### config.mk
export PLATFORM = sky130hd
export DESIGN_NAME = axi_fifo_downsize_flat
export DESIGN_NICKNAME = d
export VERILOG_FILES = /design/src/rtl/axi_width_pkg.sv /design/src/rtl/axi_fifo_downsize_if.sv /design/src/rtl/axi_fifo_downsize.sv /design/src/flat_wrapper.sv
export SDC_FILE = /design/constraint.sdc
export NUM_CORES = 1
export LEC_CHECK = 0
export BUFFER_PORTS_ARGS = -buffer_cell sky130_fd_sc_hd__buf_4
export CAP_MARGIN = 30
export CORE_ASPECT_RATIO = 0.7
export CORE_MARGIN = 2
export CORE_UTILIZATION = 46
export DETAILED_ROUTE_END_ITERATION = 16
export GPL_ROUTABILITY_DRIVEN = 0
export GPL_TIMING_DRIVEN = 1
export PLACE_DENSITY = 0.79
export SETUP_SLACK_MARGIN = 0.2
export SKIP_CTS_REPAIR_TIMING = 1
export SLEW_MARGIN = 10
export SYNTH_ARGS = -nofsm -noshare
export SYNTH_HDL_FRONTEND = slang
export SYNTH_SLANG_ARGS = --single-unit
### constraint.sdc
create_clock -name clk -period 1.7 [get_ports clk]
set_input_delay 0.085 -clock clk [delete_from_list [all_inputs] [get_ports clk]]
set_output_delay 0.085 -clock clk [all_outputs]
set_load 0.01 [all_outputs]
### src/rtl/axi_width_pkg.sv
// Shared width-conversion helpers for the AXI-stream up/down sizers:
// the clog2 wrapper, byte-occupancy arithmetic and the EMPTY/SEND state
// encoding.
package axi_width_pkg;

  typedef enum logic [0:0] {
    ST_EMPTY = 1'b0,
    ST_SEND  = 1'b1
  } width_state_e;

  // clog2 that never returns zero, so derived vector widths stay legal
  function automatic int clog2w(input int value);
    int r;
    r = $clog2(value);
    if (r < 1) begin
      r = 1;
    end
    return r;
  endfunction

  // Number of narrow words needed to hold a given number of bytes
  function automatic int bytes_to_words(input int bytes, input int word_bytes);
    return (bytes + word_bytes - 1) / word_bytes;
  endfunction

  // Bytes occupied in the last narrow word (0 means the word is full)
  function automatic int bytes_mod_word(input int bytes, input int word_bytes);
    return bytes % word_bytes;
  endfunction

endpackage

### src/rtl/axi_fifo_downsize_if.sv
// AXI-stream bundle used on both sides of the width converters.
// The tuser width defaults to the byte-occupancy width for the data bus.
interface axi_fifo_downsize_if #(
  parameter int DW = 32,
  parameter int UW = axi_width_pkg::clog2w(DW / 8)
);
  logic [DW-1:0] tdata;
  logic [UW-1:0] tuser;
  logic          tlast;
  logic          tvalid;
  logic          tready;

  modport master (output tdata, output tuser, output tlast, output tvalid, input tready);
  modport slave  (input tdata, input tuser, input tlast, input tvalid, output tready);
endinterface

### src/rtl/axi_fifo_downsize.sv
// axi_fifo_downsize: splits each wide AXI-stream beat of RATIO*OUT_WIDTH bits
// into RATIO narrow words, most-significant word first, carrying the
// packet-tail byte occupancy (tuser) across the width change.
//
// Build option: define AXI_FIFO_DOWNSIZE_TRIM_EN to drop trailing narrow
// words of the last beat that hold no valid bytes. Without it every beat
// emits RATIO words and the tail occupancy is folded into the final word.
module axi_fifo_downsize
  import axi_width_pkg::*;
#(
  parameter int OUT_WIDTH = 32,
  parameter int RATIO     = 2
) (
  input  logic                  clk,
  input  logic                  reset,
  input  logic                  clear,
  axi_fifo_downsize_if.slave    i,
  axi_fifo_downsize_if.master   o
);

  localparam int IN_WIDTH  = OUT_WIDTH * RATIO;
  localparam int IN_BYTES  = IN_WIDTH / 8;
  localparam int OUT_BYTES = OUT_WIDTH / 8;
  localparam int IN_UW     = clog2w(IN_BYTES);
  localparam int OUT_UW    = clog2w(OUT_BYTES);
  localparam int IDX_W     = clog2w(RATIO);
`ifndef AXI_FIFO_DOWNSIZE_TRIM_EN
  // Bytes carried by all words ahead of the final one in an untrimmed beat
  localparam int PAD_BYTES = (RATIO - 1) * OUT_BYTES;
`endif

  // Holding register and per-beat bookkeeping
  width_state_e          state_r;
  logic [IN_WIDTH-1:0]   hold_r;
  logic [IDX_W-1:0]      idx_r;
  logic [IDX_W-1:0]      last_idx_r;
  logic                  last_r;
  logic [OUT_UW-1:0]     tail_r;

  // Registered output word
  logic [OUT_WIDTH-1:0]  o_tdata_r;
  logic                  o_tlast_r;
  logic [OUT_UW-1:0]     o_tuser_r;

  // Combinational helpers
  logic                  final_s;
  logic                  i_tready_s;
  logic                  capture_s;
  logic [IN_UW:0]        beat_bytes_s;
  logic [IDX_W-1:0]      cap_last_idx_s;
  logic [OUT_UW-1:0]     cap_tail_s;
  logic [IDX_W-1:0]      idx_nxt_s;
  logic [OUT_WIDTH-1:0]  next_word_s;
  logic                  next_final_s;
  int                    next_sel_s;

  // Handshake: accept a new beat when idle or as the final word leaves
  always_comb begin
    final_s = (state_r == ST_SEND) && (idx_r == last_idx_r);
    if (state_r == ST_EMPTY) begin
      i_tready_s = 1'b1;
    end else begin
      i_tready_s = final_s && o.tready;
    end
    capture_s = i_tready_s && i.tvalid;
  end

  // Occupancy of the incoming beat, evaluated one bit wider so a full beat does not wrap
  always_comb begin
    cap_last_idx_s = IDX_W'(RATIO - 1);
    cap_tail_s     = {OUT_UW{1'b0}};
    if (i.tuser == {IN_UW{1'b0}}) begin
      beat_bytes_s = (IN_UW + 1)'(IN_BYTES);
    end else begin
      beat_bytes_s = {1'b0, i.tuser};
    end
`ifdef AXI_FIFO_DOWNSIZE_TRIM_EN
    if (i.tlast) begin
      cap_last_idx_s = IDX_W'(bytes_to_words(int'(beat_bytes_s), OUT_BYTES) - 1);
      cap_tail_s     = OUT_UW'(bytes_mod_word(int'(beat_bytes_s), OUT_BYTES));
    end else begin
      cap_last_idx_s = IDX_W'(RATIO - 1);
      cap_tail_s     = {OUT_UW{1'b0}};
    end
`else
    if (i.tlast) begin
      if (int'(beat_bytes_s) > PAD_BYTES) begin
        cap_tail_s = OUT_UW'(int'(beat_bytes_s) - PAD_BYTES);
      end else begin
        cap_tail_s = OUT_UW'(1);
      end
    end else begin
      cap_tail_s = {OUT_UW{1'b0}};
    end
`endif
  end

  // Next narrow word of the held beat and whether it closes the beat
  always_comb begin
    idx_nxt_s    = idx_r + IDX_W'(1);
    next_sel_s   = 0;
    next_word_s  = {OUT_WIDTH{1'b0}};
    next_final_s = 1'b0;
    if (idx_r < last_idx_r) begin
      next_sel_s   = RATIO - 2 - int'(idx_r);
      next_word_s  = hold_r[next_sel_s*OUT_WIDTH +: OUT_WIDTH];
      next_final_s = (idx_nxt_s == last_idx_r);
    end else begin
      next_sel_s   = 0;
      next_word_s  = {OUT_WIDTH{1'b0}};
      next_final_s = 1'b0;
    end
  end

  // EMPTY/SEND state machine with registered output word
  always_ff @(posedge clk) begin
    if (reset || clear) begin
      state_r    <= ST_EMPTY;
      hold_r     <= {IN_WIDTH{1'b0}};
      idx_r      <= {IDX_W{1'b0}};
      last_idx_r <= {IDX_W{1'b0}};
      last_r     <= 1'b0;
      tail_r     <= {OUT_UW{1'b0}};
      o_tdata_r  <= {OUT_WIDTH{1'b0}};
      o_tlast_r  <= 1'b0;
      o_tuser_r  <= {OUT_UW{1'b0}};
    end else if (capture_s) begin
      state_r    <= ST_SEND;
      hold_r     <= i.tdata;
      idx_r      <= {IDX_W{1'b0}};
      last_idx_r <= cap_last_idx_s;
      last_r     <= i.tlast;
      tail_r     <= cap_tail_s;
      o_tdata_r  <= i.tdata[IN_WIDTH-1 -: OUT_WIDTH];
      if (i.tlast && (cap_last_idx_s == {IDX_W{1'b0}})) begin
        o_tlast_r <= 1'b1;
        o_tuser_r <= cap_tail_s;
      end else begin
        o_tlast_r <= 1'b0;
        o_tuser_r <= {OUT_UW{1'b0}};
      end
    end else begin
      case (state_r)
        ST_SEND: begin
          if (o.tready) begin
            if (final_s) begin
              state_r   <= ST_EMPTY;
              o_tlast_r <= 1'b0;
              o_tuser_r <= {OUT_UW{1'b0}};
            end else begin
              idx_r     <= idx_nxt_s;
              o_tdata_r <= next_word_s;
              if (last_r && next_final_s) begin
                o_tlast_r <= 1'b1;
                o_tuser_r <= tail_r;
              end else begin
                o_tlast_r <= 1'b0;
                o_tuser_r <= {OUT_UW{1'b0}};
              end
            end
          end
        end
        ST_EMPTY: begin
          state_r <= ST_EMPTY;
        end
        default: begin
          state_r <= ST_EMPTY;
        end
      endcase
    end
  end

  assign i.tready = i_tready_s;
  assign o.tvalid = (state_r == ST_SEND);
  assign o.tdata  = o_tdata_r;
  assign o.tlast  = o_tlast_r;
  assign o.tuser  = o_tuser_r;

endmodule

### src/flat_wrapper.sv
// flat-port wrapper written by rule: the top's interface ports become plain ports
module axi_fifo_downsize_flat import axi_width_pkg::*;
#(
  parameter int OUT_WIDTH = 32,
  parameter int RATIO     = 2
)
  (clk, reset, clear, i_tdata, i_tuser, i_tlast, i_tvalid, i_tready, o_tdata, o_tuser, o_tlast, o_tvalid, o_tready);
  axi_fifo_downsize_if #(.DW(64), .UW(3)) i_i ();
  axi_fifo_downsize_if #(.DW(32), .UW(2)) o_i ();
  input  logic clk;
  input  logic reset;
  input  logic clear;
  input wire logic [$bits(i_i.tdata)-1:0] i_tdata;
  input wire logic [$bits(i_i.tuser)-1:0] i_tuser;
  input wire logic [$bits(i_i.tlast)-1:0] i_tlast;
  input wire logic [$bits(i_i.tvalid)-1:0] i_tvalid;
  output wire logic [$bits(i_i.tready)-1:0] i_tready;
  output wire logic [$bits(o_i.tdata)-1:0] o_tdata;
  output wire logic [$bits(o_i.tuser)-1:0] o_tuser;
  output wire logic [$bits(o_i.tlast)-1:0] o_tlast;
  output wire logic [$bits(o_i.tvalid)-1:0] o_tvalid;
  input wire logic [$bits(o_i.tready)-1:0] o_tready;
  assign i_i.tdata = i_tdata;
  assign i_i.tuser = i_tuser;
  assign i_i.tlast = i_tlast;
  assign i_i.tvalid = i_tvalid;
  assign i_tready = i_i.tready;
  assign o_tdata = o_i.tdata;
  assign o_tuser = o_i.tuser;
  assign o_tlast = o_i.tlast;
  assign o_tvalid = o_i.tvalid;
  assign o_i.tready = o_tready;
  axi_fifo_downsize #(.OUT_WIDTH(OUT_WIDTH), .RATIO(RATIO)) u_core (.clk(clk), .reset(reset), .clear(clear), .i(i_i), .o(o_i));
endmodule
* Word-level counts from Yosys, hierarchy flattened
Cells that the tools add are included.
** Word-level totals
- Input port bits :: 73
- Flip-flop bits (word level) :: 105
- Output and inout port bits :: 37
** Operators by class
- Bitwise logic cells :: 2
- Reductions and logical operators :: 12
- Multiplexer cells :: 18
- Eq/ne operators :: 3
- Add/sub/neg operators :: 3
- $lt $le $gt $ge :: 2
- Shift-type cells :: 1
** Operator list (number)
- 32-bit two-way mux :: 5
- 64-bit by 32-bit indexed part select with 32-bit output :: 1
- 2-bit two-way mux :: 4
- 1-bit two-way mux :: 7
- 3-bit AND reduction :: 2
- 4-bit by 3-bit > comparator with 1-bit output (second input constant) :: 1
- 1-bit logical AND :: 4
- 4-bit two-way mux :: 1
- 2-bit nonzero test :: 2
- 3-bit logical NOT :: 1
- 1-bit == test :: 2
- 2-bit != test (second input constant) :: 1
- 1-bit NOT :: 2
- 1-bit one-hot mux with 2 select lines :: 1
- 2-bit AND reduction :: 1
- 2-bit OR reduction :: 1
- 1-bit by 1-bit subtractor with 2-bit output (first input constant) :: 1
- 2-bit by 1-bit subtractor with 2-bit output (second input constant) :: 1
- 1-bit adder (second input constant) :: 1
- 1-bit logical OR :: 1
- 1-bit < comparator :: 1

* Longest topological paths before layout
Gate-level depths: netlist of the first run.
- Depth after elaboration :: 7
- Gate-level depth with buffers :: 9
- Mapped depth without buffers :: 6

* Worst setup path after synthesis of the first run
No wires, ideal clock.
- Path kind :: reg2reg
- From :: register u_core.idx_r
- To :: register u_core.hold_r[24]
- Stages on the path, launching flop included :: 10
- Path slack :: -0.095 ns
- Data arrival time :: 1.662 ns
- Cells stage by stage :: dfxtp_1 > buf_2 > inv_1 > ha_1 > a21boi_4 > inv_4 > buf_2 > buf_2 > nand3_1 > a21oi_1
** Between the ends
- Longest elaborated chain between the ends :: 5
** RTL lines
- from (decl) :: RTL line axi_fifo_downsize.sv:35 : logic [IDX_W-1:0] idx_r;
- from (signal assigned) :: RTL line axi_fifo_downsize.sv:120 : idx_r <= {IDX_W{1'b0}};
- from (signal assigned) :: RTL line axi_fifo_downsize.sv:130 : idx_r <= {IDX_W{1'b0}};
- from (signal assigned) :: RTL line axi_fifo_downsize.sv:151 : idx_r <= idx_nxt_s;
- 1-bit == test :: RTL line axi_fifo_downsize.sv:59 : final_s = (state_r == ST_SEND) && (idx_r == last_idx_r);
- 1-bit logical AND :: RTL line axi_fifo_downsize.sv:59
- 1-bit logical AND :: RTL line axi_fifo_downsize.sv:63 : i_tready_s = final_s && o.tready;
- 1-bit two-way mux :: RTL line axi_fifo_downsize.sv:60 : if (state_r == ST_EMPTY) begin
- via i_tready :: RTL line flat_wrapper.sv:17 : output wire logic [$bits(i_i.tready)-1:0] i_tready;
- 1-bit logical AND :: RTL line axi_fifo_downsize.sv:65 : capture_s = i_tready_s && i.tvalid;
- to (signal assigned) :: RTL line axi_fifo_downsize.sv:119 : hold_r <= {IN_WIDTH{1'b0}};
- to (signal assigned) :: RTL line axi_fifo_downsize.sv:129 : hold_r <= i.tdata;
- to (decl) :: RTL line axi_fifo_downsize.sv:34 : logic [IN_WIDTH-1:0] hold_r;
The timed path passes the listed nets, and every way through them passes these cells.
A chain may end at the register's enable or synchronous reset.

* Final worst setup path of the first run
- From :: register u_core.idx_r
- To :: output i_tready
** Between the ends
- Longest elaborated chain between the ends :: 4
** RTL lines (RTL line)
- 1-bit == test :: axi_fifo_downsize.sv:59
- 1-bit logical AND :: axi_fifo_downsize.sv:59
- 1-bit logical AND :: axi_fifo_downsize.sv:63
- 1-bit two-way mux :: axi_fifo_downsize.sv:60
- to (decl) :: flat_wrapper.sv:17
Every way passes these cells.

==> flow_summary.json, run 1 <==
{
  "outcome": "complete, no violations",
  "grt_pass1_wl_um": 16800,
  "start_util": 0.469,
  "worstSetupPathType": "register to output pin",
  "area_growth_pct": 39.5,
  "drt_iter0_markers": 277,
  "synth_edf_count": 0,
  "die_area_sq_um": 8670,
  "crit_arrival_ns": 1.53,
  "synth_warnings": 0,
  "cts-root-buf": "clkbuf_16",
  "crit_fanout": 17,
  "num_antenna_cells": 0,
  "clockBufferDepth": 2,
  "syn_area_per_cell_sq_um": 8.79,
  "grtUsageTotal": 0.237,
  "io_pins": 110,
  "num_rows": 27,
  "ys_ff_latch": 73,
  "setup_viol": 0,
  "multi_input_area_sq_um": 2120,
  "synth_ff_type": "dfxtp_1",
  "core_area_sq_um": 7770,
  "synthTopCellsByArea": "dfxtp_1 (40%), a211oi_2 (10%), o221a_1 (9.6%)",
  "synth_cells": 415,
  "syn_area_sq_um": 3650,
  "cts_max_level": 3,
  "p_leak_nw": 1.90,
  "crit_path_end": "i_tready",
  "nNetsFinal": 584,
  "antenna_found_initial": 0,
  "cts-buffers-inserted": 9,
  "r2r-end": "u_core.o.tdata[21]",
  "via_count": 3587,
  "final_common_cell": "buf_4",
  "seq_area_sq_um": 1460,
  "port_buffers": 109,
  "cts_tree": "yes",
  "most-common-layout-cells": "buf_4 (124), dfxtp_1 (71), o21ai_0 (68), a21oi_1 (37)",
  "drc_errors": 0,
  "fp.dieH_um": 78.5,
  "clock.fmax_mhz": 618,
  "r2r_start": "u_core.idx_r",
  "worst_slew_pin_slew_ns": 0.785,
  "relSlewSlack": 0.477,
  "slew_violations": 0,
  "final_antenna_net_count": 0,
  "ir_drop_mv": 0.439,
  "hold_viol": 0,
  "grt_max_degree": 41,
  "synth_top_area_share": 0.401,
  "clk_pin_slew_worst_paths_ns": 0.06,
  "p_per_area_nw_per_um2": 843,
  "total_power_w": 0.00429,
  "async_flop_share": 0,
  "crit_start": "u_core.idx_r",
  "grt_overflow_total": 0,
  "clock_latency_ns": 0.33,
  "hold_class": "input port to register",
  "required_ns": 1.62,
  "finalClockSkew_ns": 0.00307,
  "yosysUniqueCellTypes": 33,
  "die_x_um": 110,
  "synth_nets": 490,
  "rsz0062_at_grt": "true",
  "viasPerCell": 5.84,
  "fillers": 640,
  "cap_viol_max_count": 0,
  "dpl.hpwl_um": 6940,
  "wl_per_cell_um": 17.1,
  "routed_wl_um": 10500,
  "period_share": 0.952,
  "crit_path_start_kind": "register",
  "cts.sinks": 73,
  "finalSetupTns_ns": 0,
  "drtPass1Iterations": 5,
  "synth_top_area_cell": "dfxtp_1",
  "grt_pass1_vias": 3464,
  "period_needed_ns": 1.62,
  "synth-seq-area-share": 0.401,
  "worst_setup_path_end_kind": "output pin",
  "worst-r2r-cell-count": 7,
  "drive_above_1_share": 0.413,
  "r2r_slack_ns": 0.10
}
## per-stage QoR
step / cell area (sq um) / hold slack [ns] / util / worst slack [ns] / cells
after floorplan: 3850 / 0.229 / - / 0.109 / 415
after global placement: 4730 / 0.358 / 0.609 / 0.166 / 598
after detailed placement: 4730 / 0.361 / 0.609 / 0.0775 / 598
after CTS: 5030 / 0.0144 / 0.647 / 0.0456 / 613
after global routing: 5090 / 0.0176 / 0.655 / 0.0233 / 614
final: 5090 / 0.0233 / 0.655 / 0.0822 / 614
## where the power goes
group	total, W	switching [W]	internal, W
Sequential	0.00182	0.0000389	0.00178
Combinational	0.000600	0.000302	0.000297
Clock	0.00187	0.000704	0.00117
Total	0.00429	0.00105	0.00324
## cell type report
class / instances / share of cell area
Multi-Input combinational cell: 291 / 0.418
Clock inverter: 4 / 0.0106
Clock buffer: 11 / 0.0477
Inverter: 3 / 0.00320
Tap cell: 101 / 0.0248
Timing Repair Buffer: 131 / 0.208
Sequential cell: 73 / 0.288
## synth_stat cells (2+ instances only)
cell type,number
dfxtp_1,73
o21ai_0,68
a21oi_1,37
nand3_1,34
nand2_1,33
nor2b_1,33
o221a_1,31
a211oi_2,30
clkbuf_1,26
buf_2,14
buf_1,5
buf_6,3
nor3_1,3
a211oi_1,2
a32oi_1,2
ha_1,2
nor2_1,2
o21a_1,2
## how the worst min path moves through the flow
| stage | endpoint | start | cells past startpoint |
|---|---|---|---|
| global placement | u_core.hold_r[1] | i_tdata[1] | 3 |
| floorplan | u_core.hold_r[10] | i_tdata[10] | 2 |
| global route | u_core.hold_r[1] | i_tdata[1] | 3 |
| finish | u_core.hold_r[8] | i_tdata[8] | 3 |
| detailed placement | u_core.hold_r[8] | i_tdata[8] | 3 |
| CTS | u_core.hold_r[8] | i_tdata[8] | 3 |
## sequential cells by signal, indices dropped and copies added (netlist names)
name               cells
u_core.hold_r         32
u_core.o.tdata        32
u_core.o.tuser         2
u_core.tail_r          2
u_core.idx_r           1
u_core.last_idx_r      1
u_core.last_r          1
u_core.o.tlast         1
u_core.o.tvalid        1
## critical path: stages (launching register included)
cell      delay (ns)
dfxtp_2         0.35
inv_4           0.05
ha_4            0.24
a21boi_4        0.17
inv_4           0.08
buf_12          0.16
buf_4           0.15
## kinds of logic after synthesis
logic type	after synthesis	share of synthesized area
compound gates	176	0.368
flops	73	0.401
simple gates	112	0.157
xor+xnor	1	0.00240
buf+inv	51	0.0641
fa+ha+maj	2	0.00686
## routing by layer
layer  vias up  global-route usage  part of all wire
li1       1715                   -                 -
met1      1725               0.310              0.44
met2       141               0.392              0.48
met3         6              0.0687             0.068
met4         0              0.0500            0.0052
met5         -                   0                 0
No activity file was read; power rests on OpenSTA's default activity.
==> run 2: changes to the inputs <==
--- a/config.mk
+++ b/config.mk
@@ -10,6 +10,7 @@
 export CORE_ASPECT_RATIO = 0.7
 export CORE_MARGIN = 2
 export CORE_UTILIZATION = 46
+export CTS_BUF_LIST = sky130_fd_sc_hd__clkbuf_4 sky130_fd_sc_hd__clkbuf_8 sky130_fd_sc_hd__clkbuf_16
 export DETAILED_ROUTE_END_ITERATION = 16
 export GPL_ROUTABILITY_DRIVEN = 0
 export GPL_TIMING_DRIVEN = 1
==> flow_summary.json, run 2 (synthesis gave the netlist of run 1 again) <==
{
  "pre_cts_ws_ns": 0.0775,
  "wl_per_cell_um": 17.1,
  "worstSetupPathType": "register to output pin",
  "drtPass1Iterations": 5,
  "hold_class": "input port to register",
  "post_dp_cell_area_sq_um": 4730,
  "drc_errors": 0,
  "finalSetupTns_ns": 0,
  "io_pins": 110,
  "hold_viol": 0,
  "p_sw_frac": 0.243,
  "holdPathStages": 3,
  "fin_util": 0.655,
  "p_clk_frac": 0.439,
  "clockBufferDepth": 2,
  "most-common-layout-cells": "buf_4 (124), dfxtp_1 (71), o21ai_0 (68), a21oi_1 (37)",
  "outcome": "complete, no violations",
  "fin_ws_ns": 0.0823,
  "fp.dieH_um": 78.5,
  "drt_iter0_markers": 277,
  "dpl.hpwl_um": 6940,
  "clock.fmax_mhz": 618,
  "via_count": 3589,
  "cts.sinks": 73,
  "final_antenna_net_count": 0,
  "cts-buffers-inserted": 9,
  "r2r-end": "u_core.o.tdata[21]",
  "p_per_area_nw_per_um2": 846,
  "required_ns": 1.62,
  "share_seq_of_total_power": 0.422,
  "routed_wl_um": 10500,
  "cts_max_level": 3,
  "setup_viol": 0,
  "slew_violations": 0,
  "die_x_um": 110,
  "clock_latency_ns": 0.33,
  "worst_setup_path_end_kind": "output pin",
  "worst_slew_pin_slew_ns": 0.785,
  "period_share": 0.952,
  "min_from": "i_tdata[8]",
  "crit_arrival_ns": 1.53,
  "grt_max_degree": 41,
  "start_util": 0.469,
  "internal-power_w": 0.00326,
  "fin_area_sq_um": 5090,
  "crit_path_start_kind": "register",
  "area_growth_pct": 39.6,
  "grtUsageTotal": 0.237,
  "die_area_sq_um": 8670,
  "drive_above_1_share": 0.415,
  "comb_power_share": 0.139,
  "switching_power_w": 0.00105,
  "fillers": 640,
  "period_needed_ns": 1.62,
  "grt_pass1_vias": 3464,
  "final_common_cell": "buf_4",
  "grt_overflow_total": 0,
  "clk_pin_slew_worst_paths_ns": 0.06,
  "ir_drop_mv": 0.439,
  "crit_fanout": 17,
  "cap_viol_max_count": 0,
  "r2r_slack_ns": 0.10,
  "min_to": "u_core.hold_r[8]",
  "relSlewSlack": 0.477,
  "nNetsFinal": 584,
  "num_antenna_cells": 0,
  "grt_pass1_wl_um": 16800,
  "worst-r2r-cell-count": 7,
  "port_buffers": 109,
  "finalClockSkew_ns": 0.00307,
  "antenna_found_initial": 0,
  "core_area_sq_um": 7770,
  "p_leak_nw": 1.90,
  "viasPerCell": 5.85,
  "rsz0062_at_grt": "true",
  "r2r_start": "u_core.idx_r",
  "num_rows": 27,
  "cts-root-buf": "clkbuf_16",
  "cts_tree": "yes"
}
[run 2: changes by cell type in the layout (fill, tap and decap cells not counted)]
cell	previous run	this run
clkbuf_1	1	0
clkbuf_4	0	1
[run 2: how the worst max path moves through the flow]
stage / from / end / depth (start not counted)
floorplan: u_core.idx_r / u_core.o.tdata[19] / 8
global placement: u_core.last_idx_r / u_core.last_idx_r / 5
detailed placement: u_core.last_idx_r / u_core.o.tdata[29] / 5
CTS: u_core.last_idx_r / i_tready / 5
global route: u_core.idx_r / u_core.last_idx_r / 6
finish: u_core.idx_r / i_tready / 6
[run 2: layer usage]
metal	GRT usage	vias to the layer above	routed length, um	share of wire
met5	0	-	0	0
met4	0.0500	0	55	0.0052
met3	0.0687	6	710	0.068
met2	0.392	141	5080	0.48
met1	0.310	1727	4650	0.44
li1	-	1715	-	-
[run 2: through the flow]
step,hold WS (ns),instances,power (W)
global route,0.0176,614,0.00446
floorplan,0.229,415,0.00216
global placement,0.358,598,0.00242
finish,0.0233,614,0.00431
CTS,0.0144,613,0.00431
detailed placement,0.361,598,0.00243
[run 2: worst max-delay path: stages, from the launching register on]
cell and delay (ns):
dfxtp_2 0.35, inv_4 0.05, ha_4 0.24, a21boi_4 0.17, inv_4 0.08, buf_12 0.16, buf_4 0.15
[run 2: power groups by stage]
stage          registers [W]  logic (W)  clock network, W
2_1_floorplan        0.00186   0.000298                 0
3_3_place_gp         0.00185   0.000571                 0
3_5_place_dp         0.00185   0.000585                 0
4_1_cts              0.00181   0.000589           0.00191
5_1_grt              0.00182   0.000650           0.00199
6_report             0.00182   0.000600           0.00189
[run 2: layout make-up]
class | count | area, sq um | share of cell area
Clock inverter | 4 | 53.8 | 0.0106
Multi-Input combinational cell | 291 | 2120 | 0.417
Inverter | 3 | 16.3 | 0.00320
Tap cell | 101 | 126 | 0.0248
Timing Repair Buffer | 131 | 1060 | 0.208
Clock buffer | 11 | 246 | 0.0484
Sequential cell | 73 | 1460 | 0.288
==> run 3: changes to the inputs <==
--- a/config.mk
+++ b/config.mk
@@ -8,13 +8,13 @@
 export BUFFER_PORTS_ARGS = -buffer_cell sky130_fd_sc_hd__buf_4
 export CAP_MARGIN = 30
 export CORE_ASPECT_RATIO = 0.7
-export CORE_MARGIN = 2
-export CORE_UTILIZATION = 46
+export CORE_MARGIN = 8
+export CORE_UTILIZATION = 51
 export CTS_BUF_LIST = sky130_fd_sc_hd__clkbuf_4 sky130_fd_sc_hd__clkbuf_8 sky130_fd_sc_hd__clkbuf_16
 export DETAILED_ROUTE_END_ITERATION = 16
 export GPL_ROUTABILITY_DRIVEN = 0
 export GPL_TIMING_DRIVEN = 1
-export PLACE_DENSITY = 0.79
+export PLACE_DENSITY = 0.83
 export SETUP_SLACK_MARGIN = 0.2
 export SKIP_CTS_REPAIR_TIMING = 1
 export SLEW_MARGIN = 10
==> constraint.sdc (replaced) <==
create_clock -name clk -period 1.8 [get_ports clk]
set_input_delay 0.09 -clock clk [delete_from_list [all_inputs] [get_ports clk]]
set_output_delay 0.09 -clock clk [all_outputs]
set_load 0.01 [all_outputs]
==> flow_summary.json, run 3 (synthesis gave the netlist of run 1 again) <==
{
  "via_count": 3652,
  "clock.fmax_mhz": 583,
  "total_power_w": 0.00364,
  "clock_latency_ns": 0.35,
  "drtPass1Iterations": 5,
  "post_dp_cell_area_sq_um": 4550,
  "fp.dieH_um": 86.8,
  "grt_max_degree": 59,
  "finalSetupTns_ns": 0,
  "worstSetupPathType": "register to register",
  "io_pins": 110,
  "num_antenna_cells": 0,
  "crit_fanout": 9,
  "fillers": 538,
  "area_growth_pct": 36.6,
  "switching_power_w": 0.000931,
  "grt_pass1_wl_um": 16900,
  "dpl.hpwl_um": 7240,
  "comb_power_share": 0.156,
  "slew_violations": 0,
  "viasPerCell": 5.91,
  "cts_tree": "yes",
  "most-common-layout-cells": "buf_4 (127), dfxtp_1 (72), o21ai_0 (68), a21oi_1 (37), nand3_1 (34)",
  "p_clk_frac": 0.375,
  "crit_arrival_ns": 2.01,
  "die_x_um": 117,
  "nNetsFinal": 594,
  "holdPathStages": 3,
  "drive_above_1_share": 0.380,
  "final_antenna_net_count": 0,
  "whs_ns": -0.000493,
  "finalClockSkew_ns": 0.0121,
  "clockBufferDepth": 2,
  "rsz0062_at_grt": "true",
  "crit_path_start_kind": "register",
  "p_sw_frac": 0.256,
  "required_ns": 2.09,
  "outcome": "complete, but fails checks",
  "grt_pass1_vias": 3450,
  "port_buffers": 109,
  "cts-root-buf": "clkbuf_8",
  "p_leak_nw": 1.87,
  "violations": "hold timing",
  "routed_wl_um": 11400,
  "num_rows": 25,
  "fin_ws_ns": 0.0840,
  "start_util": 0.532,
  "antenna_found_initial": 0,
  "cts.sinks": 73,
  "period_needed_ns": 1.72,
  "cts_max_level": 3,
  "drc_errors": 0,
  "ir_drop_mv": 0.489,
  "share_seq_of_total_power": 0.469,
  "grt_overflow_total": 0,
  "worst_slew_pin_slew_ns": 0.780,
  "pre_cts_ws_ns": -0.0436,
  "hold_viol": 1,
  "cts-buffers-inserted": 9,
  "clk_pin_slew_worst_paths_ns": 0.08,
  "fin_area_sq_um": 4980,
  "relSlewSlack": 0.480,
  "internal-power_w": 0.00271,
  "grtUsageTotal": 0.206,
  "final_common_cell": "buf_4",
  "p_per_area_nw_per_um2": 731,
  "hold_class": "input port to register",
  "core_area_sq_um": 6850,
  "drt_iter0_markers": 280,
  "wl_per_cell_um": 18.4,
  "cap_viol_max_count": 0,
  "setup_viol": 0,
  "worst_setup_path_end_kind": "register",
  "die_area_sq_um": 10200,
  "period_share": 0.953,
  "worst-r2r-cell-count": 8
}
[run 3: critical path: stages, from the launching register on]
cell	delay, ns
dfxtp_2	0.34
inv_2	0.05
ha_4	0.23
a21boi_4	0.20
buf_12	0.14
clkinv_8	0.05
buf_6	0.15
a211oi_4	0.27
o221a_1	0.21
[run 3: final timing paths]
check / start / end / slack (ns)
max: u_core.idx_r / u_core.o.tdata[22] / 0.08
min: i_tdata[21] / u_core.hold_r[21] / -0.0005
max reg2reg: u_core.idx_r / u_core.o.tdata[22] / 0.08
min reg2reg: u_core.hold_r[15] / u_core.hold_r[15] / 0.48
[run 3: stage by stage]
step / utilization / cells
after detailed placement: 0.664 / 589
after floorplan: - / 415
final: 0.727 / 618
after CTS: 0.695 / 605
after global routing: 0.727 / 618
after global placement: 0.664 / 589
[run 3: cell type report]
type / count / area (sq um) / share of cell area
repair buffers: 139 / 1130 / 0.227
clock inverters: 4 / 50.0 / 0.0100
inverters: 3 / 23.8 / 0.00477
well taps: 94 / 118 / 0.0236
flip-flops and latches: 73 / 1460 / 0.293
multi-input cells: 291 / 2000 / 0.401
clock buffers: 12 / 165 / 0.0331
repair inverters: 2 / 31.3 / 0.00628
[run 3: per-layer routing]
layer | wire length [um] | vias up | share of wire | global-route usage
met2 | 5340 | 145 | 0.47 | 0.334
li1 | - | 1742 | - | -
met4 | 131 | 0 | 0.012 | 0.0498
met3 | 912 | 18 | 0.080 | 0.0604
met5 | 0 | - | 0 | 0
met1 | 5000 | 1747 | 0.44 | 0.261
[run 3: power by group through the flow]
stage,Clock [W],Combinational [W],Sequential [W]
floorplan,0,0.000255,0.00175
global placement,0,0.000510,0.00174
detailed placement,0,0.000522,0.00174
CTS,0.00138,0.000525,0.00171
global route,0.00145,0.000614,0.00171
finish,0.00136,0.000570,0.00171
